==> src/rtl/diffeq_pkg.sv <==
// Shared types and sizes for the diffeq solver job driver.
// The optional iteration cap is enabled with DIFFEQ_DRV_TIMEOUT_EN.
package diffeq_pkg;
  localparam int DATA_W       = 32;
  localparam int ITER_W       = 16;
  localparam int MAX_ITER_DEF = 65535;

  typedef enum logic [2:0] {
    IDLE,
    LOAD,
    RUN,
    CAPTURE,
    DONE
  } state_t;
endpackage

==> src/rtl/diffeq_iter_tracker.sv <==
// Shadow copy of the solver's x register plus an iteration counter, kept in lockstep.
// With DIFFEQ_DRV_TIMEOUT_EN defined, flags when the count reaches CAP with x still below a.
module diffeq_iter_tracker
  import diffeq_pkg::*;
#(
  parameter int CAP = MAX_ITER_DEF
) (
  input  logic              clk,
  input  logic              rst,
  input  logic              init,
  input  logic              step,
  input  logic [DATA_W-1:0] x0,
  input  logic [DATA_W-1:0] a,
  input  logic [DATA_W-1:0] dx,
  output logic              below,
  output logic              timeout
);
  logic [DATA_W-1:0] x_sh;
  logic [ITER_W-1:0] iter;

  if (CAP < 0 || CAP > (2**ITER_W) - 1) begin : g_cap_range
    $error("diffeq_iter_tracker: CAP does not fit in ITER_W bits");
  end

  // The adder wraps mod 2^DATA_W, exactly like the solver's own x update.
  always_ff @(posedge clk or posedge rst) begin
    if (rst) begin
      x_sh <= '0;
      iter <= '0;
    end else if (init) begin
      x_sh <= x0;
      iter <= '0;
    end else if (step) begin
      x_sh <= x_sh + dx;
      iter <= iter + 1'b1;
    end
  end

  assign below = (x_sh < a);

`ifdef DIFFEQ_DRV_TIMEOUT_EN
  localparam logic [ITER_W-1:0] CAP_V = ITER_W'(CAP);
  assign timeout = below && (iter == CAP_V);
`else
  assign timeout = 1'b0;
`endif
endmodule

==> src/rtl/diffeq_job_driver.sv <==
// Initiator for the diffeq solver: accepts a job, runs the solver in lockstep, returns results.
// Define DIFFEQ_DRV_TIMEOUT_EN to abort jobs that exceed MAX_ITER iterations.
module diffeq_job_driver
  import diffeq_pkg::*;
#(
  parameter int MAX_ITER = MAX_ITER_DEF
) (
  input  logic              clk,
  input  logic              reset,
  input  logic              job_valid,
  output logic              job_ready,
  input  logic [DATA_W-1:0] job_x,
  input  logic [DATA_W-1:0] job_y,
  input  logic [DATA_W-1:0] job_u,
  input  logic [DATA_W-1:0] job_a,
  input  logic [DATA_W-1:0] job_dx,
  output logic              res_valid,
  input  logic              res_ready,
  output logic [DATA_W-1:0] res_x,
  output logic [DATA_W-1:0] res_y,
  output logic [DATA_W-1:0] res_u,
  output logic              res_err,
  output logic              busy,
  output logic              sol_reset,
  output logic [DATA_W-1:0] sol_xin,
  output logic [DATA_W-1:0] sol_yin,
  output logic [DATA_W-1:0] sol_uin,
  output logic [DATA_W-1:0] sol_a,
  output logic [DATA_W-1:0] sol_dx,
  input  logic [DATA_W-1:0] sol_xout,
  input  logic [DATA_W-1:0] sol_yout,
  input  logic [DATA_W-1:0] sol_uout
);
  state_t state, state_nxt;
  logic   init, step, do_cap, do_abort, do_rel;
  logic   below, timeout;

  diffeq_iter_tracker #(.CAP(MAX_ITER)) u_trk (
    .clk    (clk),
    .rst    (reset),
    .init   (init),
    .step   (step),
    .x0     (job_x),
    .a      (sol_a),
    .dx     (sol_dx),
    .below  (below),
    .timeout(timeout)
  );

  always_ff @(posedge clk or posedge reset) begin
    if (reset) state <= IDLE;
    else       state <= state_nxt;
  end

  always_comb begin
    state_nxt = state;
    init      = 1'b0;
    step      = 1'b0;
    do_cap    = 1'b0;
    do_abort  = 1'b0;
    do_rel    = 1'b0;
    unique case (state)
      IDLE: if (job_valid) begin
        init      = 1'b1;
        state_nxt = LOAD;
      end
      // One cycle while the solver loads its operand registers.
      LOAD: state_nxt = RUN;
      RUN: begin
        if (timeout) begin
          do_abort  = 1'b1;
          state_nxt = DONE;
        end else if (below) begin
          step = 1'b1;
        end else begin
          state_nxt = CAPTURE;
        end
      end
      CAPTURE: begin
        do_cap    = 1'b1;
        state_nxt = DONE;
      end
      // Returning to IDLE here means the next job is taken one cycle later at the earliest.
      DONE: if (res_ready) begin
        do_rel    = 1'b1;
        state_nxt = IDLE;
      end
      default: state_nxt = IDLE;
    endcase
  end

  assign job_ready = (state == IDLE);
  assign busy      = (state != IDLE);

  always_ff @(posedge clk or posedge reset) begin
    if (reset) begin
      sol_reset <= 1'b1;
      sol_xin   <= '0;
      sol_yin   <= '0;
      sol_uin   <= '0;
      sol_a     <= '0;
      sol_dx    <= '0;
      res_valid <= 1'b0;
      res_err   <= 1'b0;
      res_x     <= '0;
      res_y     <= '0;
      res_u     <= '0;
    end else begin
      if (init) begin
        sol_xin   <= job_x;
        sol_yin   <= job_y;
        sol_uin   <= job_u;
        sol_a     <= job_a;
        sol_dx    <= job_dx;
        sol_reset <= 1'b0;
      end
      if (do_cap) begin
        res_x     <= sol_xout;
        res_y     <= sol_yout;
        res_u     <= sol_uout;
        res_err   <= 1'b0;
        res_valid <= 1'b1;
        sol_reset <= 1'b1;
      end
      if (do_abort) begin
        res_x     <= '0;
        res_y     <= '0;
        res_u     <= '0;
        res_err   <= 1'b1;
        res_valid <= 1'b1;
        sol_reset <= 1'b1;
      end
      if (do_rel) res_valid <= 1'b0;
    end
  end
endmodule

==> config.mk <==
export PLATFORM = sky130hd
export DESIGN_NAME = diffeq_job_driver
export DESIGN_NICKNAME = d
export VERILOG_FILES = /design/src/rtl/diffeq_pkg.sv /design/src/rtl/diffeq_iter_tracker.sv /design/src/rtl/diffeq_job_driver.sv
export SDC_FILE = /design/constraint.sdc
export NUM_CORES = 1
export LEC_CHECK = 0
export ABC_CLOCK_PERIOD_IN_PS = 11100
export CAP_MARGIN = 15
export CORE_AREA = 2 2 201 203
export DETAILED_ROUTE_END_ITERATION = 10
export DIE_AREA = 0 0 203 205
export DONT_BUFFER_PORTS = 1
export REMOVE_ABC_BUFFERS = 1
export SYNTH_ARGS = -nofsm -noshare
export SYNTH_HDL_FRONTEND = slang
export SYNTH_SLANG_ARGS = --single-unit
==> constraint.sdc <==
create_clock -name clk -period 11.1 [get_ports clk]
set_input_delay 2.22 -clock clk [delete_from_list [all_inputs] [get_ports clk]]
set_output_delay 2.22 -clock clk [all_outputs]
set_load 0.02 [all_outputs]
* Word-level counts from Yosys, hierarchy flattened
Index checks and enable logic that the tools add are counted.
** Cells by class
- $add $sub $neg :: 1
- Order comparisons :: 1
- Eq/ne operators :: 7
- Multiplexer cells :: 17
- Reduce and logical (&&, ||, !) cells :: 6
** Operators with widths (number)
- 32-bit two-way mux :: 2
- 32-bit adder :: 1
- 32-bit < comparator :: 1
- 3-bit one-hot mux with 5 select lines :: 1
- 1-bit two-way mux :: 11
- 3-bit two-way mux :: 3
- 3-bit by 2-bit == test with 1-bit output (second input constant) :: 2
- 2-bit inequality test (second input constant) :: 3
- 2-bit nonzero test :: 3
- 3-bit by 1-bit == test with 1-bit output (second input constant) :: 1
- 3-bit == test (second input constant) :: 1
- 3-bit logical NOT :: 1
- 3-bit AND reduction :: 1
- 3-bit nonzero test :: 1
** Storage, ports and cells
- Register bits :: 293
- Input port bits :: 260
- Output and inout port bits :: 261
- Logic and storage cells :: 44

* Depth between registers and ports, before layout
- Depth after elaboration :: 5
- Gate-level depth with buffers :: 12
- Depth with buffers taken out :: 12

* Hierarchy
From an unflattened synthesis, not the netlist that was laid out.
** Second synthesis, totals
- Cell total of the unflattened synthesis :: 1052
- Area total of the unflattened synthesis :: 13516.7 µm²
** By module, submodules not included
- diffeq_job_driver :: instances 1, cells each 583, area an instance 9665.5 µm², sequential area each 6557.5 µm²
- diffeq_iter_tracker :: instances 1, cells each 469, area an instance 3851.2 µm², sequential area each 800.8 µm²

* Worst setup path after synthesis
No wires, ideal clock.
- Kind :: register to output
- Start point :: register state[1]
- End point :: output port busy
- Data arrival time :: 1403 ps
- Data required time :: 8880 ps
- Setup slack :: 7477 ps
- Stages on the path, launching flop included :: 4
- Buffers on the path :: 1
- Cell sequence :: dfrtp_1 > clkbuf_1 > nor3_1 > inv_1
** Between the ends
- Longest elaborated chain between the ends :: 1
** RTL lines
- start, declared :: RTL line diffeq_job_driver.sv:34 : state_t state, state_nxt;
- start signal, assigned :: RTL line diffeq_job_driver.sv:52 : else state <= state_nxt;
- 3-bit nonzero test :: RTL line diffeq_job_driver.sv:93 : assign busy = (state != IDLE);
- end, declared :: RTL line diffeq_job_driver.sv:23 : output logic busy,
Every way passes these cells.

* Worst setup path after layout
Ends and elaborated chain as after synthesis.

==> Implementation_results.wiki <==
{| class="wikitable"
! Metric !! Value
|-
| Type of destination of the critical path || primary output
|-
| Via count of the first global-routing pass || slightly above 9,000
|-
| Beginning of the critical path || state[1]
|-
| Placement Rows || 73
|-
| Setup CP Type || reg2out
|-
| Most used flip-flop cell after synthesis || sky130_fd_sc_hd__dfrtp_1
|-
| Power per cell area || about 390 mW/mm^2
|-
| Sequential Area || 0.007333 sq mm
|-
| Final Hold Viols || 0
|-
| Highest net fanout along the worst path || 7
|-
| Reg2reg start || sol_a[15]
|-
| Average wire per cell in the routed design || around 20 microns
|-
| Slew at the pin with the worst max-slew slack || slightly below 1000 ps
|-
| Filler Cells Inserted || between 3,000 and 4,000
|-
| Die extent in x || just over 200 microns
|-
| Final min period || approximately 3800 ps
|-
| Number of buffers on the longest clock path || 3
|-
| Ratio of final minimum period to clock period || between 30 and 40%
|-
| Cts repair resizes || 0
|-
| FF+latch count, synth || 293
|-
| Clock tree from TritonCTS || done
|-
| Final worst clock skew || roughly 13 ps
|-
| Number of enable flip-flop cells after synthesis || 0
|-
| Internal power component || 3.107 mW
|-
| Overall via count from detail_route || 9,353
|-
| Setup slack after layout || just over 7000 ps
|-
| Area of the die || 0.04162 sq mm
|-
| Largest cells by area after synthesis || sky130_fd_sc_hd__dfrtp_1, sky130_fd_sc_hd__nand2_1, sky130_fd_sc_hd__mux2_2, sky130_fd_sc_hd__ha_1, sky130_fd_sc_hd__o21ai_0
|-
| Proportion of power drawn by flip-flops and latches || between 40% and 50%
|-
| Unrepaired setup endpoints after global routing || no
|-
| Fraction of final layout cells sized beyond drive strength 1 || about an eighth
|-
| Fmax || ~260 MHz
|-
| Met2 capacity usage during global routing || 27.52%
|-
| Share of the yosys chip area belonging to registers || 55.10%
|-
| Total DRC errors in the routed layout || 0
|-
| Asr flop ratio synth || 100.0%
|-
| Post-detailed-placement cell area || roughly 0.014 sq mm
|-
| Grt total ovfl || 0
|-
| Total count of max-transition violations in the final report || 0
|-
| Placer Congestion || roughly 0.84
|-
| Die Height || 205 microns
|-
| Clock power share || between 10% and 20%
|-
| Yosys top cell by area || sky130_fd_sc_hd__dfrtp_1
|-
| Status || finished clean
|-
| Post-detail-place hpwl || roughly 28,000 microns
|-
| 1st-pass router iterations || 5
|-
| Total global routing track utilization || between 10% and 20%
|-
| Max VDD drop || between 0.1 and 0.15 mV
|-
| Data required time of the critical path || between 8000 and 9000 ps
|-
| Headroom to the max-slew limit || 34.62%
|-
| Clock-pin slew on the worst setup and hold paths || about 60 ps
|-
| Met3 usage in global routing || under 10%
|-
| Final nets || 1,630
|-
| Area taken by multi-input logic gates || 0.005603 sq mm
|-
| Share of the synthesized area in the top cell type || roughly 55%
|-
| CTS H-tree lvls || 1
|-
| Via density || between 5 and 6
|-
| Pre-CTS WS || 6653 ps
|-
| Hold-fix buffer count after cts || 0
|-
| Insertion delay to the later sink of the worst-skew pair || 580 ps
|-
| Synthesis-to-layout area growth || 11.79%
|-
| Clock Sinks || ~290
|-
| Wire length of the first global-routing pass || approximately 56,000 microns
|-
| Final total power || 5.772 mW
|-
| GR Layer Usage met1 || between 20% and 30%
|-
| Switching Share || 46.17%
|-
| Detail Route Antenna Nets || 0
|-
| Area of all placed cells without fillers || 0.01488 sq mm
|-
| Global route hottest layer || met2
|-
| Port buffer count || 0
|-
| Library cell used as clock root buffer || sky130_fd_sc_hd__clkbuf_16
|-
| Kind of path behind the tightest hold check || reg2reg
|-
| TritonCTS Buffers || 31
|-
| Setup Buffers After CTS || 0
|-
| WP data arrival || 1610 ps
|-
| IO Pins || about 520
|-
| Max capacitance violation total || 0
|-
| Standby leakage power || a little over 7 nW
|-
| Pin count of the biggest net entering global routing || slightly above 100
|-
| Yosys cell types || between 60 and 70
|-
| Initial antenna violation count || 5
|-
| Final count of negative-setup-slack endpoints || 0
|-
| Average cell area after synthesis || just over 10 sq um
|-
| Core Box Area || ~0.039 sq mm
|-
| Number of DRC violations after detailed-routing iteration 0 || between 600 and 700
|-
| Final Routed Wirelength || ~38,000 microns
|-
| Setup total negative slack || 0 ps
|-
| Ys Warns || 0
|-
| Crit start category || flop
|-
| Comb power frac || 35.0%
|-
| Number of instances in the synthesized netlist || between 1,000 and 1,500
|-
| Effective utilization at floorplan || between 30% and 40%
|-
| Startpoint of the lowest-slack hold path || sol_reset
|-
| Switching power summed over all nets || 2.665 mW
|-
| Post-synthesis instance area || around 0.013 sq mm
|}
[cell usage after synthesis, drive strengths merged, types with 6 or more instances]
| library cell | number |
|---|---|
| a21o | 20 |
| a21oi | 58 |
| and2 | 6 |
| and3 | 9 |
| buf | 13 |
| clkbuf | 45 |
| dfrtp | 292 |
| ha | 62 |
| inv | 42 |
| mux2 | 97 |
| mux2i | 9 |
| nand2 | 443 |
| nand3 | 12 |
| nor2 | 36 |
| nor3 | 6 |
| o21a | 6 |
| o21ai | 79 |
| xnor2 | 13 |
| xor2 | 11 |
[logic make-up (layout without fill, tap and decap cells)]
logic type                 count (synthesis)  in the layout  synth area share [%]
and+or+nand+nor                          535            535                 16.17
DFF                                      293            293                 55.10
AOI/OAI and AO/OA                        201            201                 9.326
muxes                                    106            106                 8.884
buffers and inverters                    100            104                 2.933
adders and majority gates                 63             63                 5.979
xor gates and xnor gates                  24             24                 1.579
other                                      1              2               0.02818
[metal layers]
metal  share of wire (%)  wire length (microns)
met1                  42                  16120
met2                  48                  18150
met3                 7.6                   2886
met4                 2.2                    822
met5                0.10                     39
[per-stage QoR]
| stage | hold WS (ps) | std cells | util (%) |
|---|---|---|---|
| 2_1_floorplan | 474.9 | 1265 | - |
| 4_1_cts | 520.7 | 1852 | 37.79 |
| 3_3_place_gp | 507.2 | 1799 | 35.12 |
| 5_1_grt | 548.6 | 1853 | 37.79 |
| 3_5_place_dp | 513.9 | 1799 | 35.12 |
| 6_report | 525.0 | 1853 | 37.79 |
[cell usage in the layout (no fill, tap or decap), types with 3 or more instances in the layout]
cell type / netlist / routed
sky130_fd_sc_hd__nand2_1: 443 / 441
sky130_fd_sc_hd__dfrtp_1: 292 / 292
sky130_fd_sc_hd__mux2_2: 97 / 97
sky130_fd_sc_hd__o21ai_0: 73 / 73
sky130_fd_sc_hd__ha_1: 62 / 62
sky130_fd_sc_hd__a21oi_1: 57 / 57
sky130_fd_sc_hd__inv_1: 41 / 40
sky130_fd_sc_hd__nor2_1: 36 / 36
sky130_fd_sc_hd__clkbuf_16: 0 / 31
sky130_fd_sc_hd__a21o_1: 19 / 19
sky130_fd_sc_hd__xnor2_1: 13 / 13
sky130_fd_sc_hd__nand3_1: 12 / 12
sky130_fd_sc_hd__xor2_1: 11 / 11
sky130_fd_sc_hd__mux2i_1: 9 / 9
sky130_fd_sc_hd__buf_4: 1 / 9
sky130_fd_sc_hd__and3_1: 8 / 8
sky130_fd_sc_hd__clkbuf_8: 1 / 7
sky130_fd_sc_hd__nor3_1: 6 / 6
sky130_fd_sc_hd__o21a_1: 6 / 6
sky130_fd_sc_hd__o21ai_1: 6 / 6
sky130_fd_sc_hd__clkinv_2: 0 / 6
sky130_fd_sc_hd__o21bai_1: 5 / 5
sky130_fd_sc_hd__and2_1: 6 / 5
sky130_fd_sc_hd__nor2b_1: 4 / 4
sky130_fd_sc_hd__nand4_1: 4 / 4
sky130_fd_sc_hd__a31oi_1: 4 / 4
sky130_fd_sc_hd__o211ai_1: 4 / 4
sky130_fd_sc_hd__bufinv_16: 0 / 4
sky130_fd_sc_hd__nand2b_1: 3 / 3
sky130_fd_sc_hd__a211oi_1: 3 / 3
sky130_fd_sc_hd__and4_1: 3 / 3
sky130_fd_sc_hd__nor3b_1: 3 / 3
sky130_fd_sc_hd__clkbuf_1: 44 / 3
[path summary, 6_finish.rpt]
path | endpoint | slack, ps | cells past startpoint
min reg2reg | sol_reset | 530 | 2
min | sol_reset | 530 | 2
min in group asynchronous | res_u[29] | 1540 | 1
max reg2reg | u_trk.x_sh[13] | 7440 | 12
max | busy | 7270 | 3
max in group asynchronous | u_trk.x_sh[4] | 7420 | 3
[power groups by stage]
| stage | combinational, mW | clock (mW) | sequential, mW |
|---|---|---|---|
| 5_1_grt | 2.30 | 1.15 | 2.72 |
| 3_5_place_dp | 2.03 | 0 | 2.68 |
| 2_1_floorplan | 1.66 | 0 | 2.46 |
| 4_1_cts | 2.04 | 1.11 | 2.68 |
| 3_3_place_gp | 1.96 | 0 | 2.68 |
| 6_report | 2.02 | 1.08 | 2.67 |
[critical path, stage by stage, from the launching register on]
cell and delay (ps):
sky130_fd_sc_hd__dfrtp_1 480, sky130_fd_sc_hd__nor3_1 230, sky130_fd_sc_hd__buf_4 210, sky130_fd_sc_hd__inv_1 130
[flip-flops by register name, summed over array words and instances, names as in the netlist]
name	count
res_u	32
res_valid	1
res_x	32
res_y	32
sol_a	32
sol_dx	32
sol_reset	1
sol_uin	32
sol_xin	32
sol_yin	32
state	3
u_trk.x_sh	32
[area by class of cell]
cell class | count | area share, %
multi-input combinational | 930 | 37.66
tap | 525 | 4.415
clock buffer | 41 | 5.937
clock inverter | 12 | 1.118
antenna | 1 | 0.01682
timing repair buffer | 9 | 0.4541
sequential | 293 | 49.29
inverter | 42 | 1.110
Power figures use the tool's default switching activity.
==> edit 1: new RTL, same settings <==
The option `DIFFEQ_DRV_TIMEOUT_EN` is turned on by a define.
--- a/src/rtl/diffeq_iter_tracker.sv
+++ b/src/rtl/diffeq_iter_tracker.sv
@@ -1,4 +1,6 @@
 // Shadow copy of the solver's x register plus an iteration counter, kept in lockstep.
 // With DIFFEQ_DRV_TIMEOUT_EN defined, flags when the count reaches CAP with x still below a.
+`define DIFFEQ_DRV_TIMEOUT_EN
+
 module diffeq_iter_tracker
   import diffeq_pkg::*;
Function: same outputs for any inputs over 4 cycles, from zero or initial values and one cycle with reset high; that may be too few to reach the edited logic, so the function may still have changed.
==> edit 1 against the unedited design <==
Clock skew increased by 0.0035 ns. Sequential cell count rose by 17. Synthesized area rose by 5.1%. Wire length rose by 6.7%. Fmax is 0.14% lower. Final area grew 5.6%. Utilization grew 2.1 points. Worst setup slack worse by 0.0055 ns. Power up 4.2%.
==> edit 1: results <==
[clock_network]
cts_max_level = 2
cts-buffers-inserted = 36
clockBufferDepth = 3

[power_and_ir_drop]
ir_drop_mv = 0.163
p_int_w = 0.00324
power_leakage_nw = 7.81

[placement]
placed_cells = 1893
gp_congestion = 0.799
dpl-instance-area_um2 = 14400
dp_hpwl_mm = 29.2
place_ws_ns = 6.56

[routing]
routed-wl-met3_mm = 2.74
viasPerCell = 5.26
routed.top_layer = met4
dr.first_iter.drc_count = 824
wl_met1_mm = 17.9
drtPass1Iterations = 5
wl_per_cell_um = 20.7
dr_wl_met2_mm = 18.9

[global_routing]
use_met1_pct = 25.6
grt_usage_pct = 18.9
grt.met3_usage_pct = 4.84
grt_pass1_vias = 10300

[yosys]
seq_area_frac_synth_pct = 55.5
synth-seq-cells = 310
ys_types = 63
synth.top_cells.by_count = 447 x nand2_1, 309 x dfrtp_1, 96 x a22o_1
ys_top_cells_by_area = dfrtp_1 55%, nand2_1 12%, a22o_1 6.0%
syn-instance-count = 1433

[worst_setup_path]
crit_start = state[0]$_DFFE_PP0P_
r2r-start = sol_a[2]$_DFFE_PP0P_
cp_slowest_cell = dfrtp_1
r2r_setup_slack_ns = 7.37
rr_worst_depth = 13

[timing]
fin_hold_ws_ns = 0.524
fmax_mhz = 261
worstMarginPinSlew_ns = 1.06

[layout]
inv_count = 47
fillers = 3816
nClkBuffers = 50
final_cell_area_um2 = 15700
multiInputGateArea_um2 = 5770
drive_gt1_share_pct = 6.69
final-nonclk-buf-share_pct = 0.478
sh_seq_area_pct = 49.4

[outcome]
outcome = complete, no violations
edit 1: cell count changes after synthesis, sizes merged, moves of 5 or more:
cell,unedited run,this run
xor2,11,20
nor2b,4,9
clkbuf,45,59
a21oi,58,66
and3,9,3
a22o,0,96
xnor2,13,18
nand4,4,17
mux2,97,0
inv,42,47
nor2,36,57
nand2,443,448
dfrtp,292,309
edit 1: logic make-up after synthesis:
family | count (synthesis) | share of synthesized area (%)
buf+inv | 122 | 3.47
mux | 11 | 0.787
flops | 310 | 55.5
xor+xnor | 38 | 2.38
fa+ha+maj | 64 | 5.78
compound gates | 306 | 15.1
simple gates | 582 | 17.0
edit 1: power groups by stage:
stage	logic [W]	clock network, W	registers (W)
6_report	0.00207	0.00125	0.00270
5_1_grt	0.00238	0.00133	0.00275
4_1_cts	0.00209	0.00128	0.00270
3_5_place_dp	0.00209	0	0.00271
3_3_place_gp	0.00202	0	0.00271
2_1_floorplan	0.00168	0	0.00249
==> edit 2: new RTL, config.mk and constraints unchanged <==
Without the edit above. Encoding of `state_t`: now one-hot (5 bits for 5 states).
--- a/src/rtl/diffeq_pkg.sv
+++ b/src/rtl/diffeq_pkg.sv
@@ -6,10 +6,10 @@
   localparam int MAX_ITER_DEF = 65535;
 
-  typedef enum logic [2:0] {
-    IDLE,
-    LOAD,
-    RUN,
-    CAPTURE,
-    DONE
+  typedef enum logic [4:0] {
+    IDLE    = 5'b00001,
+    LOAD    = 5'b00010,
+    RUN     = 5'b00100,
+    CAPTURE = 5'b01000,
+    DONE    = 5'b10000
   } state_t;
 endpackage
Function: no difference found for any inputs over 4 cycles, from zero or initial values and one cycle with reset high; so few cycles prove little.
==> edit 2 against the unedited design <==
Die area is the same. Synthesized cell count grew 0.83%. Via count grew 0.49%. Worst setup slack lost 0.67 ns. Largest power group unchanged. Sequential cell count grew 2. Critical path type unchanged. Synthesized area grew 0.14%. Final area grew 0.39%. Wire length shrank 1.0%. Power shrank 3.2%.
==> edit 2: results <==
[placement]
placed_cells = 1806
dp_hpwl_mm = 27.6
gp_congestion = 0.855
dpl-instance-area_um2 = 13800

[global_routing]
grt_usage_pct = 17.4
grt_pass1_wl_mm = 55.9
grt_pass1_vias = 9498
antenna_found_initial = 4
grt_max_degree = 181

[timing]
slew_headroom_pct = 14.5
fin_worst_skew_ns = 0.0126

[clock_network]
cts_max_level = 2
cts-buffers-inserted = 34
clk_latency_ns = 0.52

[routing]
num_vias = 9399
postRouteAntennaNets = 0
wl_per_cell_um = 20.2
dr.first_iter.drc_count = 521

[outcome]
outcome = complete, no violations

[yosys]
syn_area_per_cell_um2 = 9.99
ys_types = 57
seq_area_frac_synth_pct = 55.4
synth.top_cells.by_count = 438 x nand2_1, 293 x dfrtp_1, 97 x mux2_2
ys_top_cells_by_area = dfrtp_1 55%, nand2_1 12%, mux2_2 8.2%

[layout]
instances_no_fill = 1864
drive_gt1_share_pct = 12.6
fin_nets = 1640

[power_and_ir_drop]
ir_drop_mv = 0.170
power_leakage_nw = 7.21

[worst_setup_path]
cp.arrival_ns = 2.28
cp_max_fo = 6
## edit 2: changes by cell type after synthesis, moves of 4 or more
| cell | unedited run | this run |
|---|---|---|
| clkbuf_1 | 44 | 48 |
| nand4_1 | 4 | 13 |
| nand3_1 | 12 | 7 |
| nand2_1 | 443 | 438 |
| nor2_1 | 36 | 50 |
| o21ai_0 | 73 | 63 |
| and2_1 | 6 | 1 |
| a21oi_1 | 57 | 63 |
| and3_1 | 8 | 1 |
## edit 2: final timing paths
| path | cells after the start | start | to | slack (ns) |
|---|---|---|---|---|
| min in group asynchronous | 1 | reset | res_x[25]$_DFFE_PP0P_ | 1.68 |
| worst max register to register | 7 | state[0]$_DFFE_PP1P_ | u_trk.x_sh[22]$_DFFE_PP0P_ | 7.40 |
| worst min register to register | 2 | sol_reset$_DFFE_PP1P_ | sol_reset$_DFFE_PP1P_ | 0.52 |
| worst max-delay path | 3 | state[0]$_DFFE_PP1P_ | busy | 6.60 |
| worst min-delay path | 2 | sol_reset$_DFFE_PP1P_ | sol_reset$_DFFE_PP1P_ | 0.52 |
| max in group asynchronous | 2 | reset | sol_yin[1]$_DFFE_PP0P_ | 7.70 |
## edit 2: logic make-up after synthesis
kind of cell / Yosys count / share of synthesized area (%)
xor+xnor: 24 / 1.58
buf+inv: 103 / 2.95
compound gates: 202 / 9.08
fa+ha+maj: 63 / 5.97
simple gates: 538 / 16.0
flops: 295 / 55.4
mux: 108 / 9.02
other cells: 1 / 0.0281
## edit 2: area by class of cell
cell class,instances,area (um^2)
tap,525,657
antenna,1,2.50
sequential,295,7380
fill,3817,24400
multi-input combinational,936,5560
clock buffer,43,936
clock inverter,14,161
timing repair buffer,6,57.6
inverter,44,178
## edit 2: per-stage QoR
stage	utilization, %	setup slack, ns	total power (W)
5_1_grt	37.9	6.48	0.00599
2_1_floorplan	-	0.736	0.00394
4_1_cts	37.9	6.55	0.00565
3_3_place_gp	35.1	6.96	0.00444
3_5_place_dp	35.1	6.86	0.00450
6_report	37.9	6.60	0.00559
## edit 2: where the power goes
part | switching (W) | internal (W)
sequential | 0.00107 | 0.00160
clock | 0.000445 | 0.000667
combinational | 0.00105 | 0.000763
## edit 2: critical path, cell delays in order, from the launching register on
cell and delay [ns]:
dfstp_2 0.58, nand2_1 0.06, nor3_1 0.81, inv_1 0.30
## edit 2: metal layers
layer | part of all wire (%) | track usage [%] | wire [um] | vias to the layer above
met2 | 47 | 27.8 | 17700 | 353
met3 | 7.9 | 5.66 | 2990 | 60
met5 | 0.11 | 0 | 43 | -
met4 | 2.6 | 5.58 | 960 | 6
li1 | - | - | - | 4399
met1 | 42 | 22.3 | 16000 | 4581
